[config.mk]
export PLATFORM = sky130hd
export DESIGN_NAME = if_pc_stage
export DESIGN_NICKNAME = d
export VERILOG_FILES = /design/src/rtl/if_pc_stage.sv
export SDC_FILE = /design/constraint.sdc
export NUM_CORES = 1
export LEC_CHECK = 0
export ABC_AREA = 1
export CORE_ASPECT_RATIO = 0.8
export CORE_MARGIN = 3
export CORE_UTILIZATION = 43
export CTS_CLUSTER_DIAMETER = 120
export DETAILED_ROUTE_END_ITERATION = 8
export GPL_TIMING_DRIVEN = 0
export PLACE_DENSITY = 0.82
export SETUP_SLACK_MARGIN = 0.1
export SYNTH_ARGS = -nofsm -noshare
export SYNTH_HDL_FRONTEND = slang
export SYNTH_SLANG_ARGS = --single-unit
[constraint.sdc]
create_clock -name clk -period 2.5 [get_ports clk]
set_input_delay 0.75 -clock clk [delete_from_list [all_inputs] [get_ports clk]]
set_output_delay 0.75 -clock clk [all_outputs]
set_load 0.005 [all_outputs]
[src/rtl/if_pc_stage.sv]
// Instruction-fetch PC stage: next-PC selection, trap redirection with EPC capture,
// and a synchronised, edge-latched external interrupt.
module if_pc_stage #(
    parameter logic [31:0] RESET_VEC = 32'h8000_0000,
    parameter logic [31:0] ILLOP_VEC = 32'h8000_0004,
    parameter logic [31:0] XADR_VEC  = 32'h8000_0008
) (
    input  logic        clk,
    input  logic        reset,
    input  logic        pc_write,
    input  logic        branch_taken,
    input  logic [31:0] branch_target,
    input  logic        jump,
    input  logic [25:0] jump_target,
    input  logic        jr,
    input  logic [31:0] jr_target,
    input  logic        exception,
    input  logic        irq,
    output logic [31:0] pc_out,
    output logic [31:0] pc_add_4,
    output logic        trap_flush,
    output logic [31:0] epc
);

    logic        irq_s1;
    logic        irq_s2;
    logic        irq_s2_d;
    logic        irq_pending;
    logic        irq_edge;
    logic        take_exc;
    logic        take_irq;
    logic [31:0] pc_next;

    // Bit 31 is the kernel flag and never participates in the +4 carry.
    assign pc_add_4 = {pc_out[31], pc_out[30:0] + 31'd4};
    assign irq_edge = irq_s2 & ~irq_s2_d;

    always_comb begin
        take_exc = 1'b0;
        take_irq = 1'b0;
        pc_next  = pc_out;
        if (branch_taken) begin
            pc_next = {pc_out[31], branch_target[30:0]};
        end else if (exception) begin
            take_exc = 1'b1;
            pc_next  = ILLOP_VEC;
        end else if (irq_pending && !pc_out[31] && pc_write) begin
            take_irq = 1'b1;
            pc_next  = XADR_VEC;
        end else if (jr && pc_write) begin
            pc_next = {jr_target[31] & pc_out[31], jr_target[30:0]};
        end else if (jump && pc_write) begin
            pc_next = {pc_add_4[31:28], jump_target, 2'b00};
        end else if (pc_write) begin
            pc_next = pc_add_4;
        end
    end

    assign trap_flush = take_exc | take_irq;

    always_ff @(posedge clk or negedge reset) begin
        if (!reset) begin
            pc_out      <= RESET_VEC;
            epc         <= '0;
            irq_s1      <= 1'b0;
            irq_s2      <= 1'b0;
            irq_s2_d    <= 1'b0;
            irq_pending <= 1'b0;
        end else begin
            pc_out   <= pc_next;
            irq_s1   <= irq;
            irq_s2   <= irq_s1;
            irq_s2_d <= irq_s2;
            if (trap_flush)
                epc <= pc_out;
            // A fresh edge in the take cycle keeps the request pending.
            if (irq_edge)
                irq_pending <= 1'b1;
            else if (take_irq)
                irq_pending <= 1'b0;
        end
    end

endmodule

==> impl_results.md <==
- Ant diodes: 0
- Syn. warnings: 0
- Vias in the first global route: 6465
- Mean routed wirelength per cell: 22.7 um
- Syn Area/Cell: 6.71 um^2
- WS Path Type: reg2out
- Fin area: 8620 um^2
- Endpoints failing setup: 22
- Type of origin of the critical path: register
- Pleak: 4.06 nW
- Routed wire length: 26.0 mm
- Worst-path maximum fanout: 5
- First-pass GRT wire length: 35.5 mm
- Initial antenna violation count: 0
- CTS Root Cell: clkbuf_16
- Gpl congestion: 0.963
- Vias: 7011
- Synth Cell Area: 4490 um^2
- DP HPWL: 14.4 mm
- Num CTS Buffers: 9
- Status: finished with violations
- Mapped Nets: 768
- Hold Violations, Final: 0
- Largest net degree at the start of global routing: 69
- Max Root-Sink Buffers: 2
- Clock skew: 0.00616 ns
- Clk sink count: 68
- Period utilisation layout: 107%
- Die width: 120 um
- M3 GR Usage: 11.3%
- Core area: 9890 um^2
- Placed inst area: 6580 um^2
- Drt via density: 6.12
- DP Cell Count: 996
- Unrepaired setup endpoints after global routing: yes
- Sequential fraction of the synthesis area: 38.0%
- Post-synth cell types: 30
- Clk_lat worst skew: 0.34 ns
- Initial DRC count: 1062
- Clock-pin slew on the worst setup and hold paths: 0.06 ns
- Proportion of layout cells with a drive suffix above 1: 36.0%
- Fin. max-slew vios: 0
- # hold bufs at CTS: 0
- GR met2 Demand/Resource: 62.1%
- Setup TNS: -2.26 ns
- Crit end category: output pin
- I/O pin count: 195
- Number of synthesized register bits: 68
- Post-layout nets: 1104
- Peak supply drop: 0.435 mV
- DRC Markers: 0
- HP Class: reg2reg
- DIE AREA: 11700 um^2
- Max Cap Viol: 0
- Met1 Usage GRT: 49.6%
- Cells after Synth: 668
- CP Data Required Time: 1.75 ns
- Num rows: 32
- Failing checks: negative setup slack
- PD cells: 527 nW/um^2
- Max_slew headroom: 36.1%
- All-Layer GR Usage: 39.2%
- Total grt overflow: 0
- Final min period: 2.69 ns
- Arr. time, crit path: 1.94 ns
- Fill count: 482
- Fin cells: 1145
- Die Y: 97.4 um
- Fmax: 372 MHz
- H-tree depth: 3
- Antenna-violating nets left: 0
- P&R area growth vs syn: 92.2%
- Worst Slack Setup Final: -0.187 ns
- Least-Margin Pin Slew: 0.958 ns
- Busiest grt layer: met2
- Initial DRT Pass Iterations: 7
- Initial Util: 45.4%
- CTS tree: built
- Input/output buffers: 192
[critical path, stage by stage, from the launching register on]
cell and delay [ns]:
dfrtp_2 0.47, inv_4 0.08, nor2_4 0.23, nand2_2 0.12
nor2_4 0.22, buf_6 0.15, nand2_4 0.04, nand2_2 0.07
and2_4 0.14, buf_6 0.09
[cell usage in the layout, fill, tap and decap left out, types with 4 or more instances in the layout]
cell type / Yosys / final
buf_4: 5 / 107
clkbuf_1: 8 / 9
nand3_2: 0 / 13
dfrtp_1: 67 / 46
and2_4: 0 / 10
nand3_4: 0 / 7
o211ai_1: 4 / 4
o21ai_0: 42 / 38
clkbuf_16: 0 / 9
a21oi_2: 5 / 5
nand2_4: 1 / 12
inv_2: 4 / 12
and2_1: 14 / 4
buf_2: 14 / 24
nand2_1: 197 / 155
dlygate4sd2_1: 0 / 4
inv_1: 62 / 51
clkdlybuf4s50_1: 0 / 160
buf_6: 3 / 47
a21oi_1: 44 / 44
nor2_1: 94 / 75
nor2_4: 10 / 21
a22oi_1: 7 / 6
nand4_1: 5 / 5
nand3_1: 55 / 35
dfrtp_2: 0 / 21
nand2_2: 4 / 34
nor2_2: 2 / 10
xor2_2: 0 / 6
[logic make-up after synthesis]
| group | Yosys count | share of synthesized area, % |
|---|---|---|
| fa+ha+maj | 2 | 0.558 |
| flops | 68 | 38.0 |
| buf+inv | 98 | 9.62 |
| compound gates | 107 | 13.2 |
| xor+xnor | 8 | 1.56 |
| simple gates | 385 | 37.1 |
[cell type report]
type                            instances  area [um^2]  share of cell area [%]
Multi-Input combinational cell        502         2950                    34.2
Sequential cell                        68         1730                    20.1
Tap cell                              136          170                    1.97
Timing Repair Buffer                  325         3010                    34.9
Clock buffer                           12          246                    2.86
Clock inverter                          4         72.6                   0.842
Buffer                                 31          185                    2.15
Inverter                               67          259                    3.00
[flip-flops by register name (all words and copies together) (netlist names)]
| signal | flops |
|---|---|
| irq_s1 | 1 |
| irq_s2 | 1 |
| irq_s2_d | 1 |
| irq_pending | 1 |
| pc_out | 32 |
| epc | 32 |
[final timing paths]
| check | endpoint | slack [ns] | depth (start not counted) | from |
|---|---|---|---|---|
| min reg2reg | irq_s2 | 0.35 | 0 | irq_s1 |
| min | irq_s2 | 0.35 | 0 | irq_s1 |
| min in group asynchronous | pc_out[9] | 0.55 | 1 | reset |
| max reg2reg | pc_out[16] | -0.14 | 19 | pc_out[2] |
| max | pc_add_4[23] | -0.19 | 9 | pc_out[2] |
| max in group asynchronous | pc_out[21] | 1.25 | 1 | reset |
[stage by stage]
| stage | power [mW] | setup slack, ns | util, % | hold slack, ns |
|---|---|---|---|---|
| 2_1_floorplan | 1.83 | 0.437 | - | 0.331 |
| 3_3_place_gp | 2.58 | -1.71 | 66.5 | 0.335 |
| 3_5_place_dp | 2.61 | -0.962 | 66.5 | 0.337 |
| 4_1_cts | 4.31 | -0.113 | 83.1 | 0.349 |
| 5_1_grt | 4.69 | -0.231 | 87.2 | 0.357 |
| 6_report | 4.55 | -0.187 | 87.2 | 0.350 |
[cell usage after synthesis]
cell type        n  area [um^2]
xor2_1           8         70.1
ha_1             2         25.0
nand2_4          1         11.3
o21ai_1          3         15.0
nand3_1         55          275
nor3_1           3         15.0
nand2_2          4         25.0
o21ai_0         42          210
buf_2           14         70.1
a22oi_1          7         52.6
dlygate4sd1_1    1         8.76
nor2_4          10          113
buf_4            5         37.5
and2_1          14         87.6
o21ai_2          1         8.76
inv_2            4         15.0
buf_6            3         33.8
dfstp_2          1         26.3
a21oi_2          5         43.8
clkbuf_1         8         30.0
nand2_1        197          739
clkinv_1         1         3.75
nor2_1          94          353
nor2_2           2         12.5
a22oi_2          1         12.5
o211ai_1         4         30.0
dfrtp_1         67         1680
a21oi_1         44          220
nand4_1          5         31.3
inv_1           62          233
[per-layer routing]
metal | wire [um] | vias up
li1 | - | 2792
met1 | 8780 | 3202
met2 | 11200 | 780
met3 | 3740 | 237
met4 | 2320 | 0
met5 | 0 | -
[power by group]
group / internal, mW / switching (mW)
Combinational: 0.917 / 0.832
Sequential: 1.26 / 0.147
Clock: 0.900 / 0.495
Total: 3.07 / 1.47
[timing repair]
item,4_1_cts,5_1_grt
gates resized for setup,258,79
pin swaps,68,47
setup buffers,114,23
setup endpoints to repair,40,32
Power figures use the tool's default switching activity.
